`src/rtl/hazard_ctl_s23_pkg.sv`:
```
// hazard_ctl_s23_pkg: shared pipeline definitions (FSM encoding, NOP, register field positions)
package hazard_ctl_s23_pkg;
    typedef enum logic [1:0] {INIT, RUN, MEM_WAIT} state_t;
    localparam logic [31:0] NOP = 32'h00000013;
    function automatic logic [4:0] rs1_of(input logic [31:0] i);
        return i[19:15];
    endfunction
    function automatic logic [4:0] rs2_of(input logic [31:0] i);
        return i[24:20];
    endfunction
    function automatic logic [4:0] rd_of(input logic [31:0] i);
        return i[11:7];
    endfunction
endpackage

```
`src/rtl/hazard_ctl_s23_sat_cnt16.sv`:
```
// sat_cnt16: 16-bit event counter that sticks at all-ones, async active-low clear
module sat_cnt16 (
    input  logic        clk,
    input  logic        clr_n,
    input  logic        en,
    output logic [15:0] cnt
);
    always_ff @(posedge clk or negedge clr_n)
        if (!clr_n) cnt <= '0;
        else if (en && cnt != 16'hFFFF) cnt <= cnt + 16'd1;
endmodule

```
`src/rtl/hazard_ctl_s23.sv`:
```
// hazard_ctl_s23: pipeline hazard control (memory-wait stall with timeout, branch flush, forwarding)
module hazard_ctl_s23
    import hazard_ctl_s23_pkg::*;
#(
    parameter int TIMEOUT = 15
) (
    input  logic        clk,
    input  logic        rst_n,
    input  logic [31:0] instr_s2,
    input  logic [31:0] instr_s3,
    input  logic        rb_wr_s3,
    input  logic        pc_sel_s3,
    input  logic        dm_access_s3,
    input  logic        dm_ack,
    output logic        stall_out,
    output logic        hold_s23,
    output logic        bubble_s23,
    output logic        flush_s12,
    output logic        fwd1_sel,
    output logic        fwd2_sel,
    output logic        dm_timeout,
    output logic [15:0] stall_cnt,
    output logic [15:0] flush_cnt
);
    state_t     state, state_nxt;
    logic [7:0] wait_cnt;
    logic       flush_pend;
    logic       timeout_hit;
    logic       unused_instr;
    assign unused_instr = ^{instr_s2[31:25], instr_s2[14:0], instr_s3[31:12], instr_s3[6:0]};
    always_comb begin
        state_nxt   = state;
        stall_out   = 1'b0;
        bubble_s23  = 1'b0;
        flush_s12   = 1'b0;
        timeout_hit = 1'b0;
        unique case (state)
            INIT: begin
                bubble_s23 = 1'b1;
                flush_s12  = 1'b1;
                state_nxt  = RUN;
            end
            RUN: begin
                if (dm_access_s3 && !dm_ack) begin
                    stall_out = 1'b1;
                    state_nxt = MEM_WAIT;
                end else begin
                    flush_s12  = pc_sel_s3;
                    bubble_s23 = pc_sel_s3;
                end
            end
            MEM_WAIT: begin
                // a branch that arrived during the stall is released together with it
                if (dm_ack || wait_cnt == 8'(TIMEOUT - 1)) begin
                    timeout_hit = !dm_ack;
                    flush_s12   = pc_sel_s3 | flush_pend;
                    bubble_s23  = pc_sel_s3 | flush_pend;
                    state_nxt   = RUN;
                end else begin
                    stall_out = 1'b1;
                end
            end
            default: state_nxt = INIT;
        endcase
    end
    assign hold_s23 = stall_out;
    assign fwd1_sel = state != INIT && rb_wr_s3 && rd_of(instr_s3) != 5'd0 && rd_of(instr_s3) == rs1_of(instr_s2);
    assign fwd2_sel = state != INIT && rb_wr_s3 && rd_of(instr_s3) != 5'd0 && rd_of(instr_s3) == rs2_of(instr_s2);
    always_ff @(posedge clk or negedge rst_n)
        if (!rst_n) begin
            state      <= INIT;
            wait_cnt   <= '0;
            dm_timeout <= 1'b0;
            flush_pend <= 1'b0;
        end else begin
            state      <= state_nxt;
            wait_cnt   <= (state == MEM_WAIT && state_nxt == MEM_WAIT) ? wait_cnt + 8'd1 : 8'd0;
            dm_timeout <= dm_timeout | timeout_hit;
            flush_pend <= (state_nxt == MEM_WAIT) & (flush_pend | pc_sel_s3);
        end
    sat_cnt16 u_stall_cnt (.clk(clk), .clr_n(rst_n), .en(stall_out), .cnt(stall_cnt));
    sat_cnt16 u_flush_cnt (.clk(clk), .clr_n(rst_n), .en(flush_s12 && state != INIT), .cnt(flush_cnt));
endmodule

```
`config.mk`:
```
export PLATFORM = sky130hd
export DESIGN_NAME = hazard_ctl_s23
export DESIGN_NICKNAME = d
export VERILOG_FILES = /design/src/rtl/hazard_ctl_s23_pkg.sv /design/src/rtl/hazard_ctl_s23_sat_cnt16.sv /design/src/rtl/hazard_ctl_s23.sv
export SDC_FILE = /design/constraint.sdc
export NUM_CORES = 1
export LEC_CHECK = 0
export ABC_AREA = 1
export CELL_PAD_IN_SITES_DETAIL_PLACEMENT = 1
export CELL_PAD_IN_SITES_GLOBAL_PLACEMENT = 2
export CORE_ASPECT_RATIO = 0.6
export CORE_MARGIN = 2
export CORE_UTILIZATION = 24
export DETAILED_ROUTE_END_ITERATION = 10
export GPL_TIMING_DRIVEN = 0
export PLACE_DENSITY = 0.78
export SLEW_MARGIN = 30
export SYNTH_ARGS = -nofsm -noshare
export SYNTH_HDL_FRONTEND = slang
export SYNTH_SLANG_ARGS = --single-unit
export TNS_END_PERCENT = 100
```
`constraint.sdc`:
```
create_clock -name clk -period 2 [get_ports clk]
set_input_delay 0.4 -clock clk [delete_from_list [all_inputs] [get_ports clk]]
set_output_delay 0.4 -clock clk [all_outputs]
set_load 0.02 [all_outputs]
```
==> results.yml <==
run_status:
  status: "finished with violations"
  failed_checks: "setup timing"
worst_setup_path:
  path_buf_inv: 4
  required_ns: 1.60
  crit_path_top_delay_cell: "dfrtp_1"
  worst_setup_path_start_kind: "flip-flop"
  slowest_delay_ns: 0.40
  worstPathArrival_ns: 1.66
  crit_chain: "buf_4 > inv_4 > ha_4 > nand3_2 > a21boi_4 > buf_6 > buf_6"
  critical_path.max_fanout: 4
  cp-end-kind: "output port"
  cp_common_cell: "buf_6"
  crit_type: "flip-flop to output port"
  r2r_slack_ns: 0.13
  cp_top_family: "buffers and inverters"
layout:
  final_common_cell: "nand2_1"
  area_growth_pct: 41.40
  final_cell_mix: "111 x nand2_1, 46 x clkdlybuf4s50_1, 43 x dfrtp_1"
  n_antenna_cell: 0
  drive_above_1_share: 0.1996
  final_nets: 528
  final_cells: 611
  fin_area_sq_um: 4073
clock_tree:
  clockBufferDepth: 2
  insertion_delay_ns: 0.29
  path_clk_slew_ns: 0.07
  cts_sinks: 44
  cts_tree: "yes"
  numCtsBuffers: 5
  cts.root.buffer_cell: "clkbuf_16"
  h-tree-depth: 2
die:
  die_h_microns: 88.86
  fp-row-count: 30
  initial_core_util: 0.2508
  core_region_area_sq_um: 11490
  die_w_microns: 145.4
  die-area_sq_um: 12920
  ioPinCount: 109
logic_synthesis:
  syn_inst: 367
  async_flop_share: 1.000
  ys_warn_count: 0
  synth_largest_area_cell: "dfrtp_1"
  syn_avg_cell_area_sq_um: 7.848
  yosysSeqAreaShare: 0.3823
  ys.flop_type: "dfrtp_1"
  synth_top_area_frac: 0.3823
  netlist_area_sq_um: 2880
  syn_nets: 445
  ys_ff_latch: 44
  synth_area_leaders: "dfrtp_1 38%, nand2_1 15%, xnor2_1 7.3%"
  ys_types: 32
  synth_edf_count: 0
power:
  vdd_ir_drop_max_mv: 0.3541
  cellPowerDensity_nw_per_um2: 985.0
  p_leak_nw: 1.765
run:
  drv_cap: 0
timing:
  report.final.slew_viol_count: 0
  fin_crit_ns: 2.058
  rsz0062_at_grt: "yes"
  fmax_mhz: 486.0
  clock_skew_ns: 0.003821
  timing_worst_slew_pin_value_ns: 0.6185
  finalSetupTns_ns: -0.1222
  timing.slew.headroom: 0.5877
  hold-worst-slack_ns: 0.1201
  hold_viol: 0
  period_share: 1.029
  setup-violations-final: 3
  worst_slack_ns: -0.05782
detailed_routing:
  detail_route.first_pass.iterations: 4
  via_count: 2706
  ant_nets: 0
  wirelength_microns: 9047
  wl_per_cell_microns: 14.81
  vias_per_cell: 4.429
  drc: 0
  drt-initial-drc-count: 116
place:
  place.gp.congestion: 0.7938
  place_inst: 586
  io_buffer_count: 59
  hpwl_microns: 6667
  post-place-ws_ns: -0.9284
  dpl_cell_area_sq_um: 3669
global_route:
  antenna_found_initial: 0
  track_usage: 0.1453
  use_met1: 0.2129
  grt.busiest_layer: "met2"
  grt_max_degree: 45
  gr-total-overflow: 0
  grt_pass1_vias: 2843
  grt_util_met3: 0.03660
  grt_pass1_wl_microns: 14890
  grt_use_met2: 0.2184
hold_path:
  hold_path.class: "input port to async pin"
==> cell type report <==
cell class	instances	area, sq um
Multi-Input combinational cell	284	1705
Clock buffer	8	146.4
Timing Repair Buffer	77	709.4
Tap cell	160	200.2
Buffer	8	81.33
Fill cell	1409	7413
Inverter	30	127.6
Sequential cell	44	1102
==> power breakdown <==
| part | switching (mW) | internal (mW) |
|---|---|---|
| registers | 0.151 | 0.999 |
| logic | 1.11 | 0.892 |
| clock network | 0.364 | 0.500 |
==> synth_stat cells (4+ instances only) <==
cell type / count
buf_4: 4
ha_1: 8
xor2_1: 15
nor2_1: 38
nand2_2: 16
xnor2_1: 24
nand4_1: 20
inv_1: 27
dfrtp_1: 44
nand2_1: 112
nor3_1: 5
nand3_1: 20
==> worst paths after layout <==
| path | from | end | cells after the start |
|---|---|---|---|
| setup / recovery | state[1] | stall_out | 7 |
| hold / removal | rst_n | dm_timeout | 1 |
| setup reg to reg | state[1] | u_stall_cnt.cnt[3] | 11 |
| hold reg to reg | dm_timeout | dm_timeout | 1 |
| max in group asynchronous | rst_n | u_flush_cnt.cnt[0] | 1 |
| min in group clk | dm_timeout | dm_timeout | 1 |
==> routing by layer <==
layer | part of all wire | routed length [microns]
met1 | 0.54 | 4856
met2 | 0.41 | 3701
met3 | 0.050 | 449
met4 | 0.0044 | 40
met5 | 0 | 0
==> state kept, by name, indices dropped and copies added, names as in the netlist <==
register and count:
flush_pend 1, u_flush_cnt.cnt 16, dm_timeout 1, state 2, u_stall_cnt.cnt 16, wait_cnt 8
==> what timing repair did <==
item / 4_1_cts / 5_1_grt
resized for setup: 65 / 11
buffers inserted: 12 / 6
pin swaps: 11 / 7
hold endpoints to repair: 0 / 0
setup endpoints to repair: 6 / 22
hold buffers: 0 / 0
==> cells by family (layout without fill, tap and decap cells) <==
| family | count (synthesis) | after routing | share of synthesized area |
|---|---|---|---|
| adder cells (fa/ha/maj) | 8 | 8 | 0.03475 |
| AO/OA/AOI/OAI | 13 | 13 | 0.03475 |
| XOR/XNOR | 39 | 39 | 0.1186 |
| AND/OR/NAND/NOR | 224 | 224 | 0.3627 |
| buffers and inverters | 39 | 123 | 0.06690 |
| flip-flops | 44 | 44 | 0.3823 |
==> worst register-to-register path, stage by stage, from the launching register on <==
cell and delay (ns):
dfrtp_1 0.40, buf_4 0.15, inv_4 0.08, ha_4 0.17, nand3_2 0.12, a21boi_4 0.22
buf_4 0.14, nand2_2 0.06, buf_6 0.15, buf_12 0.15, nand2_2 0.06, nand2_2 0.05
==> through the flow <==
step | power, mW | utilization
after floorplan | 2.125 | -
after global placement | 2.697 | 0.3196
after detailed placement | 2.748 | 0.3194
after CTS | 3.935 | 0.3488
after global routing | 4.264 | 0.3546
final | 4.011 | 0.3546
Note: power is estimated with default switching activity, not from simulation.
